`src/rtl/fpgc_cpu_pkg.sv`:
```
// Shared CPU definitions for the fetch stage.
// Contents: bus/data widths, the word substituted on a bus timeout, the fetch FSM
// state encoding, and a helper that sizes the timeout counter.
package fpgc_cpu_pkg;

  localparam int unsigned ADDR_W = 27;
  localparam int unsigned DATA_W = 32;

  localparam logic [DATA_W-1:0] FETCH_NOP_WORD = '0;

  typedef enum logic [1:0] {
    StIdle,
    StReq,
    StWait,
    StDone
  } fetch_state_e;

  // Counter must hold TIMEOUT_CYC; keep at least one bit when the timeout is disabled.
  function automatic int unsigned fetch_cnt_w(input int unsigned timeout_cyc);
    return (timeout_cyc == 0) ? 1 : $clog2(timeout_cyc + 1);
  endfunction

endpackage

```
`src/rtl/instr_fetch_if.sv`:
```
// Fetch-stage signal bundle: PC/request side from the program counter, read
// handshake to the memory unit, and the instruction delivered to decode.
// Modports:
//   master - the fetch unit (drives the bus request and the decode outputs)
//   slave  - its environment (PC source, memory unit, decode)
interface instr_fetch_if;
  import fpgc_cpu_pkg::*;

  logic [ADDR_W-1:0] pc;
  logic              fetch_req;
  logic              flush;
  logic [ADDR_W-1:0] bus_addr;
  logic              bus_start;
  logic [DATA_W-1:0] bus_data;
  logic              bus_done;
  logic [DATA_W-1:0] instr;
  logic              instr_valid;
  logic              fetch_busy;
  logic              fetch_err;

  modport master (
    input  pc, fetch_req, flush, bus_data, bus_done,
    output bus_addr, bus_start, instr, instr_valid, fetch_busy, fetch_err
  );

  modport slave (
    output pc, fetch_req, flush, bus_data, bus_done,
    input  bus_addr, bus_start, instr, instr_valid, fetch_busy, fetch_err
  );

endinterface

```
`src/rtl/fetch_line_cache.sv`:
```
// Single-entry last-word instruction cache (tag, data, valid bit).
// Ports:
//   clk, reset_n    clock, synchronous active-low reset (invalidates the entry)
//   i_lookup_addr   address being fetched; o_hit/o_hit_data answer combinationally
//   i_flush         invalidate the entry; also suppresses a hit in the same cycle
//   i_fill          write i_fill_addr/i_fill_data and mark valid (flush has priority)
module fetch_line_cache
  import fpgc_cpu_pkg::*;
(
  input  logic              clk,
  input  logic              reset_n,
  input  logic [ADDR_W-1:0] i_lookup_addr,
  input  logic              i_flush,
  input  logic              i_fill,
  input  logic [ADDR_W-1:0] i_fill_addr,
  input  logic [DATA_W-1:0] i_fill_data,
  output logic              o_hit,
  output logic [DATA_W-1:0] o_hit_data
);

  logic              r_valid;
  logic [ADDR_W-1:0] r_tag;
  logic [DATA_W-1:0] r_data;

  always_ff @(posedge clk) begin
    if (!reset_n) begin
      r_valid <= 1'b0;
      r_tag   <= '0;
      r_data  <= '0;
    end else if (i_flush) begin
      r_valid <= 1'b0;
    end else if (i_fill) begin
      r_valid <= 1'b1;
      r_tag   <= i_fill_addr;
      r_data  <= i_fill_data;
    end
  end

  // A flush in the lookup cycle is treated as happening first.
  assign o_hit      = r_valid && (r_tag == i_lookup_addr) && !i_flush;
  assign o_hit_data = r_data;

endmodule

```
`src/rtl/instr_fetch.sv`:
```
// Instruction fetch stage: reads the word at the sampled PC over the memory-unit
// handshake and presents it to decode with a one-cycle valid strobe. A wait longer
// than TIMEOUT_CYC cycles (0 disables) delivers NOP_WORD and sets a sticky error.
// Ports:
//   clk, reset_n  clock, synchronous active-low reset
//   bus           instr_fetch_if.master: pc/fetch_req/flush in, bus_addr/bus_start
//                 out, bus_data/bus_done in, instr/instr_valid/fetch_busy/fetch_err out
// Build option: define FETCH_CACHE_EN to add a single-entry last-word cache; without
// it every fetch uses the bus and flush is ignored.
module instr_fetch
  import fpgc_cpu_pkg::*;
#(
  parameter int unsigned       TIMEOUT_CYC = 255,
  parameter logic [DATA_W-1:0] NOP_WORD    = FETCH_NOP_WORD
) (
  input logic           clk,
  input logic           reset_n,
  instr_fetch_if.master bus
);

  localparam int unsigned     CntW    = fetch_cnt_w(TIMEOUT_CYC);
  localparam logic [CntW-1:0] CntTerm = CntW'(TIMEOUT_CYC - 1);
  localparam logic [CntW-1:0] CntMax  = '1;

  fetch_state_e      r_state;
  logic [ADDR_W-1:0] r_bus_addr;
  logic              r_bus_start;
  logic [DATA_W-1:0] r_instr;
  logic              r_instr_valid;
  logic              r_fetch_err;
  logic [CntW-1:0]   r_cnt;

  logic              w_hit;
  logic [DATA_W-1:0] w_hit_data;
  logic              w_timeout;

  // Counter holds the number of completed WAIT cycles, so the TIMEOUT_CYC-th WAIT
  // cycle is the terminal one; bus_done in that cycle still takes priority.
  assign w_timeout = (TIMEOUT_CYC != 0) && (r_cnt == CntTerm);

`ifdef FETCH_CACHE_EN
  logic w_fill;
  logic r_no_fill;

  // A flush while the read is outstanding means the returning word may be stale.
  always_ff @(posedge clk) begin
    if (!reset_n) begin
      r_no_fill <= 1'b0;
    end else if (r_state == StIdle && bus.fetch_req) begin
      r_no_fill <= 1'b0;
    end else if (bus.flush) begin
      r_no_fill <= 1'b1;
    end
  end

  assign w_fill = (r_state == StWait) && bus.bus_done && !r_no_fill && !bus.flush;

  fetch_line_cache u_cache (
    .clk          (clk),
    .reset_n      (reset_n),
    .i_lookup_addr(bus.pc),
    .i_flush      (bus.flush),
    .i_fill       (w_fill),
    .i_fill_addr  (r_bus_addr),
    .i_fill_data  (bus.bus_data),
    .o_hit        (w_hit),
    .o_hit_data   (w_hit_data)
  );
`else
  logic w_unused_flush;

  assign w_hit          = 1'b0;
  assign w_hit_data     = '0;
  assign w_unused_flush = bus.flush;
`endif

  always_ff @(posedge clk) begin
    if (!reset_n) begin
      r_state       <= StIdle;
      r_bus_addr    <= '0;
      r_bus_start   <= 1'b0;
      r_instr       <= '0;
      r_instr_valid <= 1'b0;
      r_fetch_err   <= 1'b0;
      r_cnt         <= '0;
    end else begin
      r_bus_start   <= 1'b0;
      r_instr_valid <= 1'b0;
      unique case (r_state)
        StIdle: begin
          if (bus.fetch_req) begin
            r_fetch_err <= 1'b0;
            if (w_hit) begin
              r_instr       <= w_hit_data;
              r_instr_valid <= 1'b1;
              r_state       <= StDone;
            end else begin
              r_bus_addr  <= bus.pc;
              r_bus_start <= 1'b1;
              r_state     <= StReq;
            end
          end
        end
        StReq: begin
          r_cnt   <= '0;
          r_state <= StWait;
        end
        StWait: begin
          if (r_cnt != CntMax) begin
            r_cnt <= r_cnt + 1'b1;
          end
          if (bus.bus_done) begin
            r_instr       <= bus.bus_data;
            r_instr_valid <= 1'b1;
            r_state       <= StDone;
          end else if (w_timeout) begin
            r_instr       <= NOP_WORD;
            r_fetch_err   <= 1'b1;
            r_instr_valid <= 1'b1;
            r_state       <= StDone;
          end
        end
        StDone: begin
          r_state <= StIdle;
        end
        default: begin
          r_state <= StIdle;
        end
      endcase
    end
  end

  assign bus.bus_addr    = r_bus_addr;
  assign bus.bus_start   = r_bus_start;
  assign bus.instr       = r_instr;
  assign bus.instr_valid = r_instr_valid;
  assign bus.fetch_busy  = (r_state != StIdle);
  assign bus.fetch_err   = r_fetch_err;

endmodule

```
`src/flat_wrapper.sv`:
```
// flat-port wrapper written by rule: the top's interface ports become plain ports
module instr_fetch_flat import fpgc_cpu_pkg::*;
#(
  parameter int unsigned       TIMEOUT_CYC = 255,
  parameter logic [DATA_W-1:0] NOP_WORD    = FETCH_NOP_WORD
)
  (clk, reset_n, bus_pc, bus_fetch_req, bus_flush, bus_bus_data, bus_bus_done, bus_bus_addr, bus_bus_start, bus_instr, bus_instr_valid, bus_fetch_busy, bus_fetch_err);
  instr_fetch_if bus_i ();
  input logic clk;
  input logic reset_n;
  input wire logic [$bits(bus_i.pc)-1:0] bus_pc;
  input wire logic [$bits(bus_i.fetch_req)-1:0] bus_fetch_req;
  input wire logic [$bits(bus_i.flush)-1:0] bus_flush;
  input wire logic [$bits(bus_i.bus_data)-1:0] bus_bus_data;
  input wire logic [$bits(bus_i.bus_done)-1:0] bus_bus_done;
  output wire logic [$bits(bus_i.bus_addr)-1:0] bus_bus_addr;
  output wire logic [$bits(bus_i.bus_start)-1:0] bus_bus_start;
  output wire logic [$bits(bus_i.instr)-1:0] bus_instr;
  output wire logic [$bits(bus_i.instr_valid)-1:0] bus_instr_valid;
  output wire logic [$bits(bus_i.fetch_busy)-1:0] bus_fetch_busy;
  output wire logic [$bits(bus_i.fetch_err)-1:0] bus_fetch_err;
  assign bus_i.pc = bus_pc;
  assign bus_i.fetch_req = bus_fetch_req;
  assign bus_i.flush = bus_flush;
  assign bus_i.bus_data = bus_bus_data;
  assign bus_i.bus_done = bus_bus_done;
  assign bus_bus_addr = bus_i.bus_addr;
  assign bus_bus_start = bus_i.bus_start;
  assign bus_instr = bus_i.instr;
  assign bus_instr_valid = bus_i.instr_valid;
  assign bus_fetch_busy = bus_i.fetch_busy;
  assign bus_fetch_err = bus_i.fetch_err;
  instr_fetch #(.TIMEOUT_CYC(TIMEOUT_CYC), .NOP_WORD(NOP_WORD)) u_core (.clk(clk), .reset_n(reset_n), .bus(bus_i));
endmodule
```
`config.mk`:
```
export PLATFORM = sky130hd
export DESIGN_NAME = instr_fetch_flat
export DESIGN_NICKNAME = d
export VERILOG_FILES = /design/src/rtl/fpgc_cpu_pkg.sv /design/src/rtl/instr_fetch_if.sv /design/src/rtl/fetch_line_cache.sv /design/src/rtl/instr_fetch.sv /design/src/flat_wrapper.sv
export SDC_FILE = /design/constraint.sdc
export NUM_CORES = 1
export LEC_CHECK = 0
export ABC_AREA = 1
export BUFFER_PORTS_ARGS = -buffer_cell sky130_fd_sc_hd__buf_2
export CORE_ASPECT_RATIO = 1.1
export CORE_MARGIN = 2
export CORE_UTILIZATION = 47
export CTS_CLUSTER_DIAMETER = 60
export DETAILED_ROUTE_END_ITERATION = 7
export PLACE_DENSITY_LB_ADDON = 0.05
export REMOVE_ABC_BUFFERS = 1
export SYNTH_ARGS = -nofsm -noshare
export SYNTH_HDL_FRONTEND = slang
export SYNTH_SLANG_ARGS = --single-unit
export TNS_END_PERCENT = 1
```
`constraint.sdc`:
```
create_clock -name clk -period 2.1 [get_ports clk]
set_clock_uncertainty 0.2 [all_clocks]
set_input_delay 0.21 -clock clk [delete_from_list [all_inputs] [get_ports clk]]
set_output_delay 0.21 -clock clk [all_outputs]
set_load 0.01 [all_outputs]
```
==> results of run 1 <==
[worst paths after layout]
kind	start	endpoint	slack (ns)
max	u_core.r_cnt[0]$_SDFFE_PN0P_	u_core.bus.instr[26]$_SDFFE_PN0P_	0.30
min	reset_n	u_core.r_cnt[7]$_SDFFE_PN0P_	0.03
max reg2reg	u_core.r_cnt[0]$_SDFFE_PN0P_	u_core.bus.instr[26]$_SDFFE_PN0P_	0.30
min reg2reg	u_core.bus.fetch_err$_SDFFE_PN0P_	u_core.bus.fetch_err$_SDFFE_PN0P_	0.27
[state kept, by name, indices dropped and copies added, names as in the netlist]
signal and count:
u_core.bus.bus_addr 27, u_core.r_state 2, u_core.bus.fetch_err 1, u_core.bus.instr 32
u_core.bus.bus_start 1, u_core.bus.instr_valid 1, u_core.r_cnt 8
[cells by family after synthesis]
| logic type | synth area share |
|---|---|
| buffers and inverters | 0.0722 |
| AOI/OAI and AO/OA | 0.133 |
| adders and majority gates | 0.0253 |
| DFF | 0.486 |
| and+or+nand+nor | 0.283 |
[cell usage after synthesis (all sizes together)]
cell	n	area, sq um
or2	2	12.5
clkinv	1	3.75
nand2	62	248
nor2	69	277
clkbuf	7	26.3
nand3	46	288
dfxtp	72	1440
ha	6	75.1
nand4	1	6.26
nand3b	1	7.51
o21ai	32	160
inv	16	60.1
a21oi	44	235
buf	15	124
[power groups by stage]
stage / clock, mW / sequential, mW / combinational (mW)
after global placement: 0 / 1.77 / 1.25
after CTS: 1.09 / 1.75 / 1.37
after global routing: 1.14 / 1.78 / 1.53
after detailed placement: 0 / 1.78 / 1.28
final: 1.07 / 1.75 / 1.37
after floorplan: 0 / 1.89 / 0.636
[timing repair]
| item | CTS | global route |
|---|---|---|
| hold buffers | 59 | 0 |
| hold endpoints to repair | 59 | 0 |
| resized for setup | 0 | 0 |
[stage by stage]
| step | instances | total power [mW] | hold slack (ns) |
|---|---|---|---|
| after floorplan | 352 | 2.52 | 0.131 |
| final | 639 | 4.19 | 0.0263 |
| after global placement | 564 | 3.02 | 0.258 |
| after CTS | 639 | 4.20 | 0.0241 |
| after global routing | 639 | 4.46 | 0.0606 |
| after detailed placement | 564 | 3.06 | 0.267 |
[worst reg2reg max path, stage by stage, from the launching register on]
cell,delay [ns]
dfxtp_1,0.33
inv_1,0.10
ha_1,0.16
inv_1,0.06
nor2_4,0.14
nand3_4,0.36
nand3_1,0.23
a21oi_1,0.09
[metal layers]
metal	up-vias	GRT usage	wire (um)
met3	34	0.0405	460
met4	0	0.154	373
met5	-	0	0
met2	107	0.400	3970
li1	1583	-	-
met1	1406	0.268	3430
[cell type report]
class                      instances  area (sq um)  area share
clock buffer                      11           131      0.0300
clock inverter                     5          57.6      0.0131
inverter                          17          63.8      0.0146
multi-input combinational        263          1310       0.299
sequential                        72          1440       0.329
tap                               80           100      0.0228
timing repair buffer             191          1280       0.292
==> metrics.txt, run 1 <==
CTS tree=done; Worst Setup Start Kind=flip-flop; first-pass GRT wire length=12700 um; Post-CTS Setup Inserts=0; fin crit share=0.858; final hold viol count=0; Post-DP Area=3600 sq um; Levels on crit path=7; H-tree lvl count=3; die area=6960 sq um; sequential share of power=0.419; Cells after Synth=374; Max IR drop VDD=0.681 mV; CP endpoint kind=flip-flop; Yosys warnings=0; setup TNS=0 ns; Layout Nets=624; antenna violations before repair=0; sequential area share after synthesis=0.486; Fill cells=489; slew margin rel.=0.646; delay-heaviest family, CP=simple AND/OR/NAND/NOR gates; layout cells sized above 1=0.308; Clk network pwr share=0.255; Worst-Margin Slew=0.531 ns; area grow syn2layout=47.9%; Sw Share=0.346; fin crit period=1.80 ns; #FFs+latches synth=72; Worst-Skew Late Latency=0.34 ns; PnR worst setup slack=0.298 ns; Power Density=955 nW/um^2; Initial DRC Count=187; grt total ovfl=0; maxcap violations=0; worst-path cell chain=inv_1, ha_1, inv_1, nor2_4, nand3_4, nand3_1, a21oi_1; most common cell after layout, fill and taps aside=buf_2; synthesized cell area=2960 sq um; Core Util, Final=0.717; final WL=8240 um; Final setup viols=0; Die Y=87.3 um; HP Class=input pin to flip-flop; Die Width=79.7 um; P_leak=1.98 nW; highest clock rate=0.555 GHz; most frequent cells in the layout=125 x buf_2, 72 x dfxtp_1, 66 x nor2_1, 59 x dlygate4sd3_1, 56 x nand2_1; GP Congestion=0.846; Worst-path clk slew=0.08 ns; # rows=30; sw power=1.45 mW; Final HPWL DP=4970 um; root buffer cell=clkbuf_8; Initial Utilization=0.484; antenna diode count=0; clk buf depth=2; WL/cell=12.9 um; status=complete, no violations; clock sinks=72; CP arrival=1.82 ns; I/O pin count=127; Slew Viols, Final=0; crit path kind=flip-flop to flip-flop; Reg2Reg Depth=7; CTS Buf Count=9; core area=6120 sq um; worst endpoint required time=2.12 ns; post-route cell area=4380 sq um; Cell variety after synth=24; vias in the first global route=2921; max incr delay on CP=0.36 ns; Residual DRC=0; pin count of the biggest net entering global routing=35; slowest library cell on the worst path=nand3_4; DP Worst Slack=0.317 ns; antenna-violating nets left=0; aggregate global-route resource usage=0.234; Comb pwr share=0.327; PortBufs=125; Initial DRT Pass Iterations=4; Synth Area per Inst=7.93 sq um; Pint=2.74 mW; hold path depth=3; CP Buf/Inv Count=2; vias=3130; worst-path maximum fanout=33; vias per cell=4.90; RSZ-0062 raised after global routing=false; Crit path top cell by count=inv_1
Note: power is estimated with default switching activity, not from simulation.
==> run 2, diff against run 1 <==
Settings changed: CORE_MARGIN 2 to unset, CTS_CLUSTER_SIZE set to 28.
==> metrics.txt, run 2 (synthesis results as in run 1) <==
status=complete, no violations; grt total ovfl=0; pin count of the biggest net entering global routing=34; setup TNS=0 ns; Worst-Skew Late Latency=0.34 ns; worst endpoint required time=2.16 ns; slew margin rel.=0.628; die area=6630 sq um; clk buf depth=2; Core Util, Final=0.743; Max IR drop VDD=0.787 mV; fin crit period=1.82 ns; CP endpoint kind=flip-flop; first-pass GRT wire length=13700 um; vias per cell=4.88; fin cells=635; PnR worst setup slack=0.280 ns; H-tree lvl count=3; Initial DRT Pass Iterations=4; Residual DRC=0; root buffer cell=clkbuf_8; crit path kind=flip-flop to flip-flop; Power Density=976 nW/um^2; Die Width=77.7 um; layout cells sized above 1=0.308; Worst Setup Start Kind=flip-flop; CP arrival=1.88 ns; fin crit share=0.866; Initial Utilization=0.501; Worst-path clk slew=0.07 ns; Worst-Margin Slew=0.557 ns; Slew Viols, Final=0; # rows=29; maxcap violations=0; highest clock rate=0.550 GHz; antenna violations before repair=0; HP Class=input pin to flip-flop; met2 WL=4230 um; area grow syn2layout=48.3%; Die Y=85.3 um; most common cell after layout, fill and taps aside=buf_2; vias in the first global route=3044; clock sinks=72; vias=3101; worst-path maximum fanout=32; Reg2Reg Setup Slack=0.28 ns; Final HPWL DP=4860 um; core area=5910 sq um; final WL=8250 um; wire length on met3=338 um; antenna diode count=0; max reg flops=32; final hold viol count=0; antenna-violating nets left=0; Final setup viols=0; PortBufs=125; Inst Count DP=562; DP Worst Slack=0.279 ns; I/O pin count=127; P_leak=1.99 nW; CTS tree=done; RSZ-0062 raised after global routing=false; met1 wire length=3530 um; most frequent cells in the layout=125 x buf_2, 72 x dfxtp_1, 66 x nor2_1, 59 x dlygate4sd3_1, 56 x nand2_1; CTS Buf Count=9; GP Congestion=0.821; Top Layer Used=met4; WL/cell=13.0 um; aggregate global-route resource usage=0.264; total power=4.29 mW; Layout Nets=625; Initial DRC Count=160
[run 2: repair_timing]
action                     in CTS  in global routing
setup buffers                   0                  0
resized for setup               0                  0
hold buffers                   59                  0
setup endpoints to repair       0                  0
hold endpoints to repair       59                  0
[run 2: final cells by class]
type,instances,area (sq um)
sequential,72,1440
tap,77,96.3
clock inverter,3,67.6
clock buffer,11,141
inverter,17,63.8
multi-input combinational,263,1310
timing repair buffer,192,1280
fill,445,1520
[run 2: worst max-delay path, cell delays in order, from the launching register on]
cell     delay (ns)
dfxtp_1        0.32
inv_1          0.11
ha_1           0.29
nand2_2        0.11
inv_2          0.42
nand2_1        0.11
a21oi_1        0.17
[run 2: power by group]
part           total [mW]  leakage, nW  switching, mW  internal [mW]
registers            1.75        0.588          0.130           1.62
clock network        1.17        0.101          0.479          0.689
logic                1.37         1.30          0.812          0.558
total                4.29         1.99           1.42           2.87
[run 2: metrics by stage]
stage	hold WS, ns	instance area (sq um)
after detailed placement	0.261	3600
final	0.0489	4400
after floorplan	0.131	2810
after CTS	0.0464	4400
after global routing	0.0829	4400
after global placement	0.256	3600
[run 2: worst paths after layout]
path                                                         from                           endpoint  cells after the start
worst max-delay path               u_core.r_state[0]$_SDFFE_PN0P_  u_core.bus.instr[30]$_SDFFE_PN0P_                      6
worst min-delay path                                      reset_n       u_core.r_cnt[4]$_SDFFE_PN0P_                      3
worst max register to register     u_core.r_state[0]$_SDFFE_PN0P_  u_core.bus.instr[30]$_SDFFE_PN0P_                      6
worst min register to register  u_core.bus.instr[12]$_SDFFE_PN0P_  u_core.bus.instr[12]$_SDFFE_PN0P_                      2
[run 2: metal layers]
metal	track usage	vias up
met3	0.0688	15
li1	-	1577
met5	0	-
met4	0.117	0
met2	0.461	79
met1	0.301	1430
==> run 3, diff against run 2 <==
--- a/config.mk
+++ b/config.mk
@@ -6,8 +6,7 @@
 export NUM_CORES = 1
 export LEC_CHECK = 0
-export ABC_AREA = 1
 export BUFFER_PORTS_ARGS = -buffer_cell sky130_fd_sc_hd__buf_2
 export CORE_ASPECT_RATIO = 1.1
-export CORE_UTILIZATION = 47
+export CORE_UTILIZATION = 46
 export CTS_CLUSTER_DIAMETER = 60
 export CTS_CLUSTER_SIZE = 28
@@ -17,4 +16,5 @@
 export SYNTH_ARGS = -nofsm -noshare
 export SYNTH_HDL_FRONTEND = slang
+export SYNTH_HIERARCHICAL = 1
 export SYNTH_SLANG_ARGS = --single-unit
 export TNS_END_PERCENT = 1
==> constraint.sdc (replaced) <==
create_clock -name clk -period 2.1 [get_ports clk]
set_clock_uncertainty 0.2 [all_clocks]
set_input_delay 0 -clock clk [delete_from_list [all_inputs] [get_ports clk]]
set_output_delay 0 -clock clk [all_outputs]
set_load 0.01 [all_outputs]
==> metrics.txt, run 3 <==
FF+latch area=1440 sq um; Layout Nets=527; CTS Buf Count=9; Synth area leader=dfxtp_1; Inst Count DP=461; #FFs+latches synth=72; Max IR drop VDD=0.564 mV; clock sinks=72; Post-CTS Setup Inserts=0; status=complete, no violations; Slew Viols, Final=0; crit path kind=flip-flop to flip-flop; Residual DRC=0; Die Y=82.8 um; Synth top area share=0.528; Initial Utilization=0.476; busiest grt layer=met2; hold-fix buffers at CTS=63; synthesized cell area=2730 sq um; die area=6250 sq um; vias in the first global route=2544; Core Util, Final=0.738; clk buf depth=2; I/O pin count=127; root buffer cell=clkbuf_8; Fin Hold WS=0.218 ns; Post-synth EDFFs=0; GP Congestion=0.756; maxcap violations=0; antenna-violating nets left=0; vias per cell=4.84; antenna violations before repair=0; Final setup viols=0; fin cells=540; P_leak=1.94 nW; highest clock rate=0.515 GHz; multi-input logic area=1150 sq um; Cell variety after synth=41; Synth top cells by count=72 x dfxtp_1, 60 x nand2_1, 32 x a22o_1; Worst-Skew Late Latency=0.33 ns; worst endpoint required time=2.12 ns; H-tree lvl count=3; sequential area share after synthesis=0.528; asr flop ratio synth=0; largest cells by area after synthesis=dfxtp_1 53%, a22o_1 10%, nand2_1 8.2%; core area=5730 sq um; Yosys warnings=6; Worst-path clk slew=0.07 ns; WL/cell=13.1 um; Final HPWL DP=4080 um; grt total ovfl=0; Worst Setup Start Kind=flip-flop; fin crit period=1.94 ns; worst-path maximum fanout=5; CP endpoint kind=flip-flop; layout cells sized above 1=0.324; most frequent cells in the layout=125 x buf_2, 72 x dfxtp_1, 63 x dlygate4sd3_1, 60 x nand2_1, 32 x a22o_1; GR met2 Demand/Resource=0.387; Worst-Margin Slew=0.558 ns; Fill cells=459; slew margin rel.=0.618; Synth Area per Inst=9.96 sq um; CP arrival=1.96 ns; M1 GR Usage=0.278; vias=2612; HP Class=input pin to flip-flop; number of gates resized after CTS=0; Cells after Synth=274; RSZ-0062 raised after global routing=false; setup TNS=0 ns; antenna diode count=0; total power=3.87 mW; Initial DRT Pass Iterations=4; # rows=29; Die Width=75.5 um; main flop type after synthesis=dfxtp_1; PortBufs=125; Initial DRC Count=105; aggregate global-route resource usage=0.233; max reg flops=32; fin crit share=0.924; CTS tree=done; most frequent cell after synthesis=dfxtp_1; final hold viol count=0; met3 GRT Util=0.0607; first-pass GRT wire length=11300 um; final WL=7070 um; Power Density=914 nW/um^2; pin count of the biggest net entering global routing=38; area grow syn2layout=55.0%; most common cell after layout, fill and taps aside=buf_2
==> run 3: metal layers <==
layer | vias up | part of all wire | wire (um)
met4 | 0 | 0.017 | 121
li1 | 1329 | - | -
met5 | - | 0 | 0
met2 | 95 | 0.48 | 3400
met1 | 1176 | 0.44 | 3130
met3 | 12 | 0.059 | 414
==> run 3: worst max-delay path: stages, from the launching register on <==
cell and delay [ns]:
dfxtp_1 0.43, inv_1 0.10, ha_1 0.24, a41oi_4 0.26, nor2_1 0.05, dlygate4sd3_1 0.54
==> run 3: cells by family (layout without fill, tap and decap cells) <==
group / count (synthesis) / in the layout / share of synthesized area
and+or+nand+nor: 85 / 85 / 0.136
AOI/OAI and AO/OA: 79 / 79 / 0.247
buffers and inverters: 29 / 218 / 0.0509
muxes: 3 / 3 / 0.0115
adders and majority gates: 5 / 5 / 0.0229
DFF: 72 / 72 / 0.528
xor gates and xnor gates: 1 / 1 / 0.00321
==> run 3: cell type report <==
| class | instances | share of cell area |
|---|---|---|
| repair buffers | 194 | 0.308 |
| multi-input cells | 173 | 0.272 |
| well taps | 77 | 0.0228 |
| clock buffers | 11 | 0.0310 |
| inverters | 8 | 0.00710 |
| clock inverters | 5 | 0.0192 |
| flip-flops and latches | 72 | 0.341 |
==> run 3: report_power, final <==
group          switching [mW]  total, mW  internal [mW]  leakage (nW)
Combinational           0.603       1.07          0.469          1.26
Sequential             0.0956       1.64           1.55         0.585
Clock                   0.482       1.15          0.670         0.104
==> run 3: worst paths after layout <==
| check | depth (start not counted) | to | from | slack (ns) |
|---|---|---|---|---|
| worst max-delay path | 5 | u_core/bus.instr_valid$_SDFF_PN0_ | u_core/r_cnt[0]$_SDFFE_PN0P_ | 0.16 |
| worst min-delay path | 3 | u_core/bus.instr[16]$_SDFFE_PN0P_ | bus_bus_data[16] | 0.22 |
| worst max register to register | 5 | u_core/bus.instr_valid$_SDFF_PN0_ | u_core/r_cnt[0]$_SDFFE_PN0P_ | 0.16 |
| worst min register to register | 2 | u_core/bus.bus_addr[9]$_SDFFE_PN0P_ | u_core/bus.bus_addr[9]$_SDFFE_PN0P_ | 0.26 |
==> run 3: through the flow <==
stage | setup WS, ns | cell area, sq um
6_report | 0.160 | 4230
3_5_place_dp | 0.237 | 3390
5_1_grt | 0.0492 | 4230
4_1_cts | 0.155 | 4230
2_1_floorplan | 0.0944 | 2620
3_3_place_gp | 0.274 | 3390
